File: src/rtl/uart_ctrl_pkg.sv
// Shared constants for the UART command framing controller: one-hot state
// encoding, error codes, default sync marker and the checksum helper.
package uart_ctrl_pkg;

  localparam logic [7:0] SYNC_BYTE_DEF = 8'hA5;

  // One-hot state encoding; o_busy is simply "not IDLE".
  localparam int         STATE_W    = 5;
  localparam logic [4:0] ST_IDLE    = 5'b00001;
  localparam logic [4:0] ST_LEN     = 5'b00010;
  localparam logic [4:0] ST_PAYLOAD = 5'b00100;
  localparam logic [4:0] ST_CSUM    = 5'b01000;
  localparam logic [4:0] ST_STREAM  = 5'b10000;

  localparam logic [1:0] ERR_NONE    = 2'b00;
  localparam logic [1:0] ERR_LEN     = 2'b01;
  localparam logic [1:0] ERR_CSUM    = 2'b10;
  localparam logic [1:0] ERR_TIMEOUT = 2'b11;

  // Frame checksum step: plain 8-bit sum, wrapping mod 256.
  function automatic logic [7:0] csum_add(input logic [7:0] acc, input logic [7:0] data);
    return acc + data;
  endfunction

endpackage

File: src/rtl/uart_cmd_frame_ctrl_if.sv
// Payload stream from the framing controller to the cube-move sequencer.
interface uart_cmd_frame_ctrl_if;
  logic [7:0] cmd_data;
  logic       cmd_valid;
  logic       cmd_last;
  logic       cmd_ready;

  modport master (output cmd_data, output cmd_valid, output cmd_last, input cmd_ready);
  modport slave  (input cmd_data, input cmd_valid, input cmd_last, output cmd_ready);
endinterface

File: src/rtl/cmd_payload_buf.sv
// Payload register file: synchronous write, asynchronous read.
module cmd_payload_buf #(
  parameter int AW = 4
) (
  input  logic          I_sys_clk,
  input  logic          I_rst_n,
  input  logic          wr_en,
  input  logic [AW-1:0] wr_addr,
  input  logic [7:0]    wr_data,
  input  logic [AW-1:0] rd_addr,
  output logic [7:0]    rd_data
);

  logic [7:0] mem_r [2**AW];

  // Store one payload byte per write strobe; reset wipes stale frames.
  always_ff @(posedge I_sys_clk or negedge I_rst_n) begin
    if (!I_rst_n) begin
      for (int i = 0; i < 2**AW; i++) begin
        mem_r[i] <= 8'h00;
      end
    end else if (wr_en) begin
      mem_r[wr_addr] <= wr_data;
    end
  end

  assign rd_data = mem_r[rd_addr];

endmodule

File: src/rtl/uart_cmd_frame_ctrl.sv
// Framing controller: hunts for the sync byte, collects a length-prefixed
// checksummed frame and streams its payload to the move sequencer.
module uart_cmd_frame_ctrl
  import uart_ctrl_pkg::*;
#(
  parameter logic [7:0] SYNC_BYTE     = SYNC_BYTE_DEF,
  parameter int         MAX_LEN       = 16,
  parameter int         TIMEOUT_TICKS = 704
) (
  input  logic       I_sys_clk,
  input  logic       I_rst_n,
  input  logic       I_baud_tick,
  input  logic [7:0] I_rx_data,
  input  logic       I_rx_data_valid,
  uart_cmd_frame_ctrl_if.master cmd_if,
  output logic       o_frame_ok,
  output logic       o_frame_err,
  output logic [1:0] o_err_code,
  output logic       o_rx_overrun,
  output logic       o_busy
);

  localparam int PTR_W  = $clog2(MAX_LEN + 1);
  localparam int BUF_AW = (MAX_LEN > 1) ? $clog2(MAX_LEN) : 1;
  localparam int TMO_W  = $clog2(TIMEOUT_TICKS + 1);

  localparam logic [7:0]       MAX_LEN_B = 8'(MAX_LEN);
  localparam logic [PTR_W-1:0] PTR_ZERO  = {PTR_W{1'b0}};
  localparam logic [PTR_W-1:0] PTR_ONE   = PTR_W'(1);
  localparam logic [TMO_W-1:0] TMO_ZERO  = {TMO_W{1'b0}};
  localparam logic [TMO_W-1:0] TMO_ONE   = TMO_W'(1);
  localparam logic [TMO_W-1:0] TMO_LAST  = TMO_W'(TIMEOUT_TICKS - 1);

  logic [STATE_W-1:0] state_r;
  logic [PTR_W-1:0]   len_r;
  logic [PTR_W-1:0]   wr_ptr_r;
  logic [PTR_W-1:0]   rd_ptr_r;
  logic [7:0]         sum_r;
  logic [TMO_W-1:0]   tmo_cnt_r;
  logic               frame_ok_r;
  logic               frame_err_r;
  logic [1:0]         err_code_r;
  logic               overrun_r;

  logic       in_frame_s;
  logic       tmo_expire_s;
  logic       len_bad_s;
  logic       wr_last_s;
  logic       rd_last_s;
  logic       cmd_valid_s;
  logic       handshake_s;
  logic       buf_wr_en_s;
  logic [7:0] rd_data_s;

  // Decode of state, length check, pointer ends and the timeout condition.
  always_comb begin
    in_frame_s   = (state_r == ST_LEN) || (state_r == ST_PAYLOAD) || (state_r == ST_CSUM);
    // A byte in the same cycle as the final tick keeps the frame alive.
    tmo_expire_s = in_frame_s && !I_rx_data_valid && I_baud_tick && (tmo_cnt_r == TMO_LAST);
    len_bad_s    = (I_rx_data == 8'h00) || (I_rx_data > MAX_LEN_B);
    wr_last_s    = (wr_ptr_r == (len_r - PTR_ONE));
    rd_last_s    = (rd_ptr_r == (len_r - PTR_ONE));
    cmd_valid_s  = (state_r == ST_STREAM);
    handshake_s  = cmd_valid_s && cmd_if.cmd_ready;
    buf_wr_en_s  = (state_r == ST_PAYLOAD) && I_rx_data_valid;
  end

  // Inter-byte timeout: counts baud ticks only while a frame is being collected.
  always_ff @(posedge I_sys_clk or negedge I_rst_n) begin
    if (!I_rst_n) begin
      tmo_cnt_r <= TMO_ZERO;
    end else if (!in_frame_s || I_rx_data_valid) begin
      tmo_cnt_r <= TMO_ZERO;
    end else if (I_baud_tick) begin
      tmo_cnt_r <= tmo_cnt_r + TMO_ONE;
    end else begin
      tmo_cnt_r <= tmo_cnt_r;
    end
  end

  // Frame FSM with checksum accumulator, pointers and status pulses.
  always_ff @(posedge I_sys_clk or negedge I_rst_n) begin
    if (!I_rst_n) begin
      state_r     <= ST_IDLE;
      len_r       <= PTR_ZERO;
      wr_ptr_r    <= PTR_ZERO;
      rd_ptr_r    <= PTR_ZERO;
      sum_r       <= 8'h00;
      frame_ok_r  <= 1'b0;
      frame_err_r <= 1'b0;
      err_code_r  <= ERR_NONE;
      overrun_r   <= 1'b0;
    end else begin
      frame_ok_r  <= 1'b0;
      frame_err_r <= 1'b0;
      overrun_r   <= 1'b0;
      case (state_r)
        ST_IDLE: begin
          if (I_rx_data_valid && (I_rx_data == SYNC_BYTE)) begin
            state_r <= ST_LEN;
          end
        end
        ST_LEN: begin
          if (I_rx_data_valid) begin
            if (len_bad_s) begin
              state_r     <= ST_IDLE;
              frame_err_r <= 1'b1;
              err_code_r  <= ERR_LEN;
            end else begin
              len_r    <= I_rx_data[PTR_W-1:0];
              sum_r    <= I_rx_data;
              wr_ptr_r <= PTR_ZERO;
              state_r  <= ST_PAYLOAD;
            end
          end else if (tmo_expire_s) begin
            state_r     <= ST_IDLE;
            frame_err_r <= 1'b1;
            err_code_r  <= ERR_TIMEOUT;
          end
        end
        ST_PAYLOAD: begin
          if (I_rx_data_valid) begin
            sum_r    <= csum_add(sum_r, I_rx_data);
            wr_ptr_r <= wr_ptr_r + PTR_ONE;
            if (wr_last_s) begin
              state_r <= ST_CSUM;
            end
          end else if (tmo_expire_s) begin
            state_r     <= ST_IDLE;
            frame_err_r <= 1'b1;
            err_code_r  <= ERR_TIMEOUT;
          end
        end
        ST_CSUM: begin
          if (I_rx_data_valid) begin
            if (csum_add(sum_r, I_rx_data) == 8'h00) begin
              frame_ok_r <= 1'b1;
              rd_ptr_r   <= PTR_ZERO;
              state_r    <= ST_STREAM;
            end else begin
              state_r     <= ST_IDLE;
              frame_err_r <= 1'b1;
              err_code_r  <= ERR_CSUM;
            end
          end else if (tmo_expire_s) begin
            state_r     <= ST_IDLE;
            frame_err_r <= 1'b1;
            err_code_r  <= ERR_TIMEOUT;
          end
        end
        ST_STREAM: begin
          // Bytes arriving while the buffer is being drained are discarded.
          overrun_r <= I_rx_data_valid;
          if (handshake_s) begin
            if (rd_last_s) begin
              state_r <= ST_IDLE;
            end else begin
              rd_ptr_r <= rd_ptr_r + PTR_ONE;
            end
          end
        end
        default: begin
          state_r <= ST_IDLE;
        end
      endcase
    end
  end

  cmd_payload_buf #(
    .AW (BUF_AW)
  ) u_buf (
    .I_sys_clk (I_sys_clk),
    .I_rst_n   (I_rst_n),
    .wr_en     (buf_wr_en_s),
    .wr_addr   (wr_ptr_r[BUF_AW-1:0]),
    .wr_data   (I_rx_data),
    .rd_addr   (rd_ptr_r[BUF_AW-1:0]),
    .rd_data   (rd_data_s)
  );

  // Stream data is gated by the state register so reset forces it to zero.
  assign cmd_if.cmd_valid = cmd_valid_s;
  assign cmd_if.cmd_data  = cmd_valid_s ? rd_data_s : 8'h00;
  assign cmd_if.cmd_last  = cmd_valid_s && rd_last_s;

  assign o_frame_ok   = frame_ok_r;
  assign o_frame_err  = frame_err_r;
  assign o_err_code   = err_code_r;
  assign o_rx_overrun = overrun_r;
  assign o_busy       = (state_r != ST_IDLE);

endmodule

File: src/flat_wrapper.sv
// flat-port wrapper written by rule: the top's interface ports become plain ports
module uart_cmd_frame_ctrl_flat import uart_ctrl_pkg::*;
#(
  parameter logic [7:0] SYNC_BYTE     = SYNC_BYTE_DEF,
  parameter int         MAX_LEN       = 16,
  parameter int         TIMEOUT_TICKS = 704
)
  (I_sys_clk, I_rst_n, I_baud_tick, I_rx_data, I_rx_data_valid, o_frame_ok, o_frame_err, o_err_code, o_rx_overrun, o_busy, cmd_if_cmd_data, cmd_if_cmd_valid, cmd_if_cmd_last, cmd_if_cmd_ready);
  uart_cmd_frame_ctrl_if cmd_if_i ();
  input  logic I_sys_clk;
  input  logic I_rst_n;
  input  logic I_baud_tick;
  input  logic [7:0] I_rx_data;
  input  logic I_rx_data_valid;
  output logic o_frame_ok;
  output logic o_frame_err;
  output logic [1:0] o_err_code;
  output logic o_rx_overrun;
  output logic o_busy;
  output wire logic [$bits(cmd_if_i.cmd_data)-1:0] cmd_if_cmd_data;
  output wire logic [$bits(cmd_if_i.cmd_valid)-1:0] cmd_if_cmd_valid;
  output wire logic [$bits(cmd_if_i.cmd_last)-1:0] cmd_if_cmd_last;
  input wire logic [$bits(cmd_if_i.cmd_ready)-1:0] cmd_if_cmd_ready;
  assign cmd_if_cmd_data = cmd_if_i.cmd_data;
  assign cmd_if_cmd_valid = cmd_if_i.cmd_valid;
  assign cmd_if_cmd_last = cmd_if_i.cmd_last;
  assign cmd_if_i.cmd_ready = cmd_if_cmd_ready;
  uart_cmd_frame_ctrl #(.SYNC_BYTE(SYNC_BYTE), .MAX_LEN(MAX_LEN), .TIMEOUT_TICKS(TIMEOUT_TICKS)) u_core (.I_sys_clk(I_sys_clk), .I_rst_n(I_rst_n), .I_baud_tick(I_baud_tick), .I_rx_data(I_rx_data), .I_rx_data_valid(I_rx_data_valid), .cmd_if(cmd_if_i), .o_frame_ok(o_frame_ok), .o_frame_err(o_frame_err), .o_err_code(o_err_code), .o_rx_overrun(o_rx_overrun), .o_busy(o_busy));
endmodule
File: config.mk
export PLATFORM = sky130hd
export DESIGN_NAME = uart_cmd_frame_ctrl_flat
export DESIGN_NICKNAME = d
export VERILOG_FILES = /design/src/rtl/uart_ctrl_pkg.sv /design/src/rtl/uart_cmd_frame_ctrl_if.sv /design/src/rtl/cmd_payload_buf.sv /design/src/rtl/uart_cmd_frame_ctrl.sv /design/src/flat_wrapper.sv
export SDC_FILE = /design/constraint.sdc
export NUM_CORES = 1
export LEC_CHECK = 0
export CAP_MARGIN = 20
export CORE_MARGIN = 2
export CORE_UTILIZATION = 45
export DETAILED_ROUTE_END_ITERATION = 10
export PLACE_DENSITY = 0.7
export SYNTH_ARGS = -nofsm -noshare
export SYNTH_HDL_FRONTEND = slang
export SYNTH_HIERARCHICAL = 1
export SYNTH_SLANG_ARGS = --single-unit
File: constraint.sdc
create_clock -name I_sys_clk -period 4.9 [get_ports I_sys_clk]
set_input_delay 0.98 -clock I_sys_clk [delete_from_list [all_inputs] [get_ports I_sys_clk]]
set_output_delay 0.98 -clock I_sys_clk [all_outputs]
set_load 0.02 [all_outputs]
**Word level (Yosys, flattened, before mapping)**

Index checks and enable logic that the tools add are counted.

- Register bits: 171
- Output and inout bits: 16
- Bits in read-only memories: 0
- Memories kept: 0
- Word-level logic and storage cells: 137
- Input port bits: 13
- Bits in writable memories: 0
- Bits in latches: 0

- $mul: 0
- $add $sub $neg: 5
- Muxes and demuxes: 51
- Shift-type cells: 0
- Div/mod/pow operators: 0
- Reductions and logical operators: 25
- Magnitude comparators: 4
- Eq/ne operators: 23
- Bitwise operators: 3

Operators by type and width:

| operator | count |
|---|---|
| $bwmux 128 | 1 |
| $mux 5 | 16 |
| $mux 8 | 7 |
| $bmux 8 s4 | 1 |
| $demux 8 s4 | 1 |
| $pmux 5 s5 | 1 |
| $mux 10 | 2 |
| $pmux 5 s2 | 2 |
| $logic_not 8->1 | 2 |
| $ne 2x2->1 const B | 8 |
| $pmux 8 s2 | 1 |
| $mux 2 | 6 |
| $reduce_and 4->1 | 3 |
| $add 10x1->10 const B | 1 |
| $add 5x1->5 const B | 2 |
| $eq 10x10->1 const B | 1 |
| $eq 5x5->1 | 2 |
| $ge 5x5->1 const B | 2 |
| $mux 1 | 10 |
| $not 4->5 | 2 |
| $add 8x8->8 | 1 |
| $eq 8x8->1 const B | 1 |
| $gt 8x5->1 const B | 1 |
| $logic_and 1x1->1 | 8 |
| other kinds (21) | 29 |

**Longest topological paths before layout**

- Depth after elaboration: 9
- Depth in mapped cells: 10
- Gate-level depth less buffers: 10

**By module**

Netlist, hierarchy kept.

Modules (own cells, without submodules):

| module | times used | cells an instance | area an instance (sq um) | sequential area each (sq um) |
|---|---|---|---|---|
| cmd_payload_buf | 1 | 365 | 5,915.7 | 3,203.1 |
| uart_cmd_frame_ctrl | 1 | 319 | 2,925.3 | 1,077.3 |

**Worst setup path after synthesis**

No wires, ideal clock.

- Path type: input-to-reg
- From: in I_rx_data[0]
- To: reg u_core.err_code_r[0], in the netlist u_core/o_err_code[0]
- Path buffers: 0
- Data required time: 4.781 ns
- Arrival: 2.799 ns
- Stages on the path: 10
- Setup slack: 1.982 ns
- Library setup time: 0.119 ns
- Cells stage by stage: ha_1 > inv_1 > fa_1 > nand2b_1 > a21o_1 > a311oi_1 > o211ai_1 > o211ai_2 > inv_2 > o21a_1

- Cells in the longest elaborated chain, start to end: 4
- Elaborated cells between the ends (all ways): 8
- Those cells by class: add/sub: 1; order compare: 1; eq/ne: 2; reduce/logical: 4

Ends and longest elaborated chain:

| item | RTL line | text |
|---|---|---|
| from (decl) | flat_wrapper.sv:13 | `input logic [7:0] I_rx_data;` |
| $add 8x8->8 (tied with other cells) | uart_ctrl_pkg.sv:22 | `return acc + data;` |
| $logic_not 8->1 / $logic_or 1x1->1 (equally long branches) | uart_cmd_frame_ctrl.sv:136, uart_cmd_frame_ctrl.sv:60 |  |
| $ne 3x3->1 (no source line) / $ne 3x2->1 (equally long branches) | - |  |
| $reduce_and 4->1 (no source line) (*) | - |  |
| to (signal assigned) | uart_cmd_frame_ctrl.sv:131 | `err_code_r <= ERR_TIMEOUT;` |
| to (signal assigned) | uart_cmd_frame_ctrl.sv:143 | `err_code_r <= ERR_CSUM;` |
| to (signal assigned) | uart_cmd_frame_ctrl.sv:148 | `err_code_r <= ERR_TIMEOUT;` |
| to (decl) | uart_cmd_frame_ctrl.sv:42 | `logic [1:0] err_code_r;` |

Every way passes the cells marked *; elsewhere a longest branch is shown, timed or not.
A chain may end at the register's enable or synchronous reset.

**Worst setup path after layout**

- From: reg u_core.rd_ptr_r[0]
- To: out cmd_if_cmd_data[0]

- Cells in the longest elaborated chain, start to end: 5

Ends and longest elaborated chain:

| item | RTL line | text |
|---|---|---|
| from (decl) | uart_cmd_frame_ctrl.sv:37 | `logic [PTR_W-1:0] rd_ptr_r;` |
| from (signal assigned) | uart_cmd_frame_ctrl.sv:158 | `rd_ptr_r <= rd_ptr_r + PTR_ONE;` |
| $not 4->5 (not written as such) | cmd_payload_buf.sv:27 | `assign rd_data = mem_r[rd_addr];` |
| $bmux 8 s4 | cmd_payload_buf.sv:27 |  |
| $mux 8 (not written as such) (2 in a row) | cmd_payload_buf.sv:27 |  |
| net u_core.rd_data_s[0] | uart_cmd_frame_ctrl.sv:53 | `logic [7:0] rd_data_s;` |
| $mux 8 | uart_cmd_frame_ctrl.sv:183 | `assign cmd_if.cmd_data = cmd_valid_s ? rd_data_s : 8'h00;` |
| to (decl) | flat_wrapper.sv:20 | `output wire logic [$bits(cmd_if_i.cmd_data)-1:0] cmd_if_cmd_data;` |

The timed path passes the listed nets, and every way through them passes these cells. The select of a mux whose other input is x is not followed.

==> results.json <==
{
  "synthAdderAreaFrac": 0.0178,
  "numCtsBuffers": 17,
  "die-area_sq_um": 20800,
  "cp_slowest_cell": "mux4_2",
  "pwr-share-seq": 0.453,
  "postSynthAreaPerCell_sq_um": 12.9,
  "endpoint_kind": "output pin",
  "first_global_vias": 5909,
  "synth-edff-count": 0,
  "synth_top_area_frac": 0.481,
  "yosysMostFrequentCell": "dfrtp_1",
  "slew_violations": 0,
  "core_sq_um": 19400,
  "synth-xor-area-share": 0.0345,
  "dr_wl_met2_mm": 9.70,
  "top_level_ports": 29,
  "clkSlewWorstSetupHoldPaths_ns": 0.07,
  "max_slew.worst_pin.slew_ns": 0.972,
  "cts-root-buf": "clkbuf_16",
  "clock-sinks": 171,
  "clkPwrFrac": 0.384,
  "yosys_warnings": 6,
  "final_nets": 731,
  "rsz0062_at_grt": "false",
  "viasPerCell": 5.80,
  "top_layer_used": "met4",
  "hpwlAfterDp_mm": 13.3,
  "crit_arrival_ns": 2.95,
  "place_congestion": 0.847,
  "cp-start-kind": "flip-flop",
  "relSlewSlack": 0.349,
  "die_h_um": 144,
  "clock_latency_ns": 0.43,
  "crit_fanout": 32,
  "firstDrtPassIters": 5,
  "synth-seq-cells": 171,
  "async_flop_share": 1.00,
  "grt.overflow.total": 0,
  "cts_hold_buffers": 0,
  "syn_area_sq_um": 8840,
  "netlist_instances": 684,
  "post_drt_wl_per_cell_um": 20.1,
  "htreeDepth": 4,
  "total_leakage_power_nw": 4.52,
  "slowest_delay_ns": 0.55,
  "p_sw_mw": 0.934,
  "ys_seq_area_frac": 0.484,
  "cts_tree": "done",
  "drt-total-wl_mm": 19.8,
  "wl_met3_um": 826,
  "portBuffers": 28,
  "outcome": "finished clean",
  "synth_commonest_cells": "170 x dfrtp_1, 123 x mux2_2, 37 x nand2_1",
  "synth_cell_types": 78,
  "critPathKind": "flip-flop to output pin",
  "peakVddDrop_v": 0.000167,
  "vias": 5709,
  "grt_use_total": 0.205,
  "setup_viol": 0,
  "area_growth_pct": 12.8,
  "min_path_type": "input pin to async pin",
  "crit_required_ns": 3.92,
  "clk_path_buf_depth": 2,
  "antenna_found_initial": 0,
  "n_fill_cell": 1676,
  "synth_simple_gate_area_frac": 0.112,
  "drive_gt1_frac": 0.328,
  "antenna_left": 0,
  "skew_ns": 0.0108,
  "met1Wirelength_mm": 9.02,
  "synthesis.nets": 709,
  "min_period_over_period": 0.803,
  "synthFlopType": "dfrtp_1",
  "p_sw_frac": 0.279,
  "crit_chain": "buf_12, mux4_2, a22oi_1, nand2_1, and2_1, clkdlybuf4s50_1",
  "start_util": 0.456,
  "power_density_nw_per_um2": 336,
  "die_w_um": 144,
  "num_antenna_cells": 0,
  "cts_resized": 0,
  "hold_ws_ns": 0.481,
  "synthMuxAreaShare": 0.256,
  "drtIter0Drc": 509,
  "grt_first_pass_wirelength_mm": 32.3,
  "p_int_mw": 2.41,
  "power_frac_comb": 0.163,
  "post_cts_buffers": 0,
  "row_count": 51,
  "yosys.area.top_type": "dfrtp_1",
  "grt_max_degree": 113,
  "synth_area_leaders": "dfrtp_1 48%, mux2_2 16%, mux4_2 8.2%",
  "synth_top_family_by_area": "multiplexers",
  "maxCapViolations": 0,
  "period_needed_ns": 3.93,
  "max_freq_ghz": 0.254,
  "finalHoldViolCount": 0,
  "synth-compound-area-share": 0.0695,
  "drcViolationCount": 0,
  "tns_ns": 0
}
-- layout make-up --
cell class	count	area, sq um	share of cell area
multi-input cells	462	4330	0.434
flip-flops and latches	171	4280	0.430
clock buffers	20	447	0.0448
repair buffers	39	409	0.0410
well taps	265	332	0.0333
clock inverters	12	113	0.0113
inverters	15	56.3	0.00565
-- state kept, by name (all words and copies together) (netlist names) --
register / flops
u_core/state_r: 5
u_core/o_rx_overrun: 1
u_core/o_frame_err: 1
u_core/tmo_cnt_r: 10
u_core/o_frame_ok: 1
u_core/u_buf/mem_r: 128
u_core/len_r: 5
u_core/sum_r: 8
u_core/o_err_code: 2
u_core/wr_ptr_r: 5
u_core/rd_ptr_r: 5
-- path summary, 6_finish.rpt --
check / start / endpoint / slack [ns] / cells after the start
max in group asynchronous: I_rst_n / u_core/u_buf/mem_r[87]$_DFFE_PN0P_ / 3.71 / 2
worst min register to register: u_core/u_buf/mem_r[4]$_DFFE_PN0P_ / u_core/u_buf/mem_r[4]$_DFFE_PN0P_ / 0.50 / 1
worst max register to register: u_core/state_r[4]$_DFFE_PN0P_ / u_core/u_buf/mem_r[118]$_DFFE_PN0P_ / 1.88 / 6
min in group I_sys_clk: u_core/u_buf/mem_r[4]$_DFFE_PN0P_ / u_core/u_buf/mem_r[4]$_DFFE_PN0P_ / 0.50 / 1
worst max-delay path: u_core/rd_ptr_r[0]$_DFFE_PN0P_ / cmd_if_cmd_data[0] / 0.97 / 6
worst min-delay path: I_rst_n / u_core/tmo_cnt_r[0]$_DFFE_PN0P_ / 0.48 / 1
-- kinds of logic (layout without fill, tap and decap cells) --
| kind of cell | count (synthesis) | in the layout |
|---|---|---|
| simple gates | 168 | 168 |
| compound gates | 85 | 85 |
| mux | 167 | 167 |
| xor+xnor | 30 | 30 |
| buf+inv | 51 | 86 |
| fa+ha+maj | 12 | 12 |
| flops | 171 | 171 |
-- cells in the final DEF, fill, tap and decap left out, types with 4 or more instances in the layout --
cell	n
dfrtp_1	169
nor2_2	6
nor2_1	35
xor2_1	10
inv_1	14
o21ai_0	14
clkinv_2	4
a21oi_1	13
and2_1	13
nor4b_1	4
nor3_1	4
a21o_1	4
clkbuf_16	17
o211ai_1	7
clkdlybuf4s50_1	27
o21ai_1	6
and3_1	4
mux2_2	123
nand2_1	37
nand3_1	13
ha_1	11
mux4_2	32
a22oi_1	17
nand4_1	10
xnor2_1	17
nor2b_1	4
mux2_4	8
mux2i_1	4
nand2b_1	5
buf_4	8
-- metal layers --
metal  vias to the layer above  GRT usage
met5                         -          0
met4                         0     0.0577
met3                        24     0.0391
met2                       139      0.333
met1                      2979      0.284
li1                       2567          -
-- worst max-delay path: cells and delay by family (launching register included) --
family | cells | cell delay (ns)
buf+inv | 2 | 0.82
mux | 1 | 0.55
flops | 1 | 0.46
compound gates | 1 | 0.42
simple gates | 2 | 0.24
-- metrics by stage --
stage / utilization / instances / power, mW / area (sq um) / worst slack, ns
CTS: 0.512 / 983 / 3.37 / 9940 / 0.958
detailed placement: 0.484 / 951 / 2.08 / 9380 / 1.07
finish: 0.514 / 984 / 3.35 / 9970 / 0.966
global placement: 0.484 / 951 / 2.06 / 9380 / 1.19
floorplan: - / 684 / 1.92 / 8840 / 1.98
global route: 0.514 / 984 / 3.50 / 9970 / 0.837
-- power by group through the flow --
| stage | sequential (mW) | clock [mW] | combinational (mW) |
|---|---|---|---|
| final | 1.51 | 1.29 | 0.546 |
| after detailed placement | 1.54 | 0 | 0.542 |
| after CTS | 1.51 | 1.31 | 0.545 |
| after global placement | 1.54 | 0 | 0.523 |
| after global routing | 1.52 | 1.38 | 0.600 |
| after floorplan | 1.52 | 0 | 0.396 |
(Power assumes the default switching activity.)
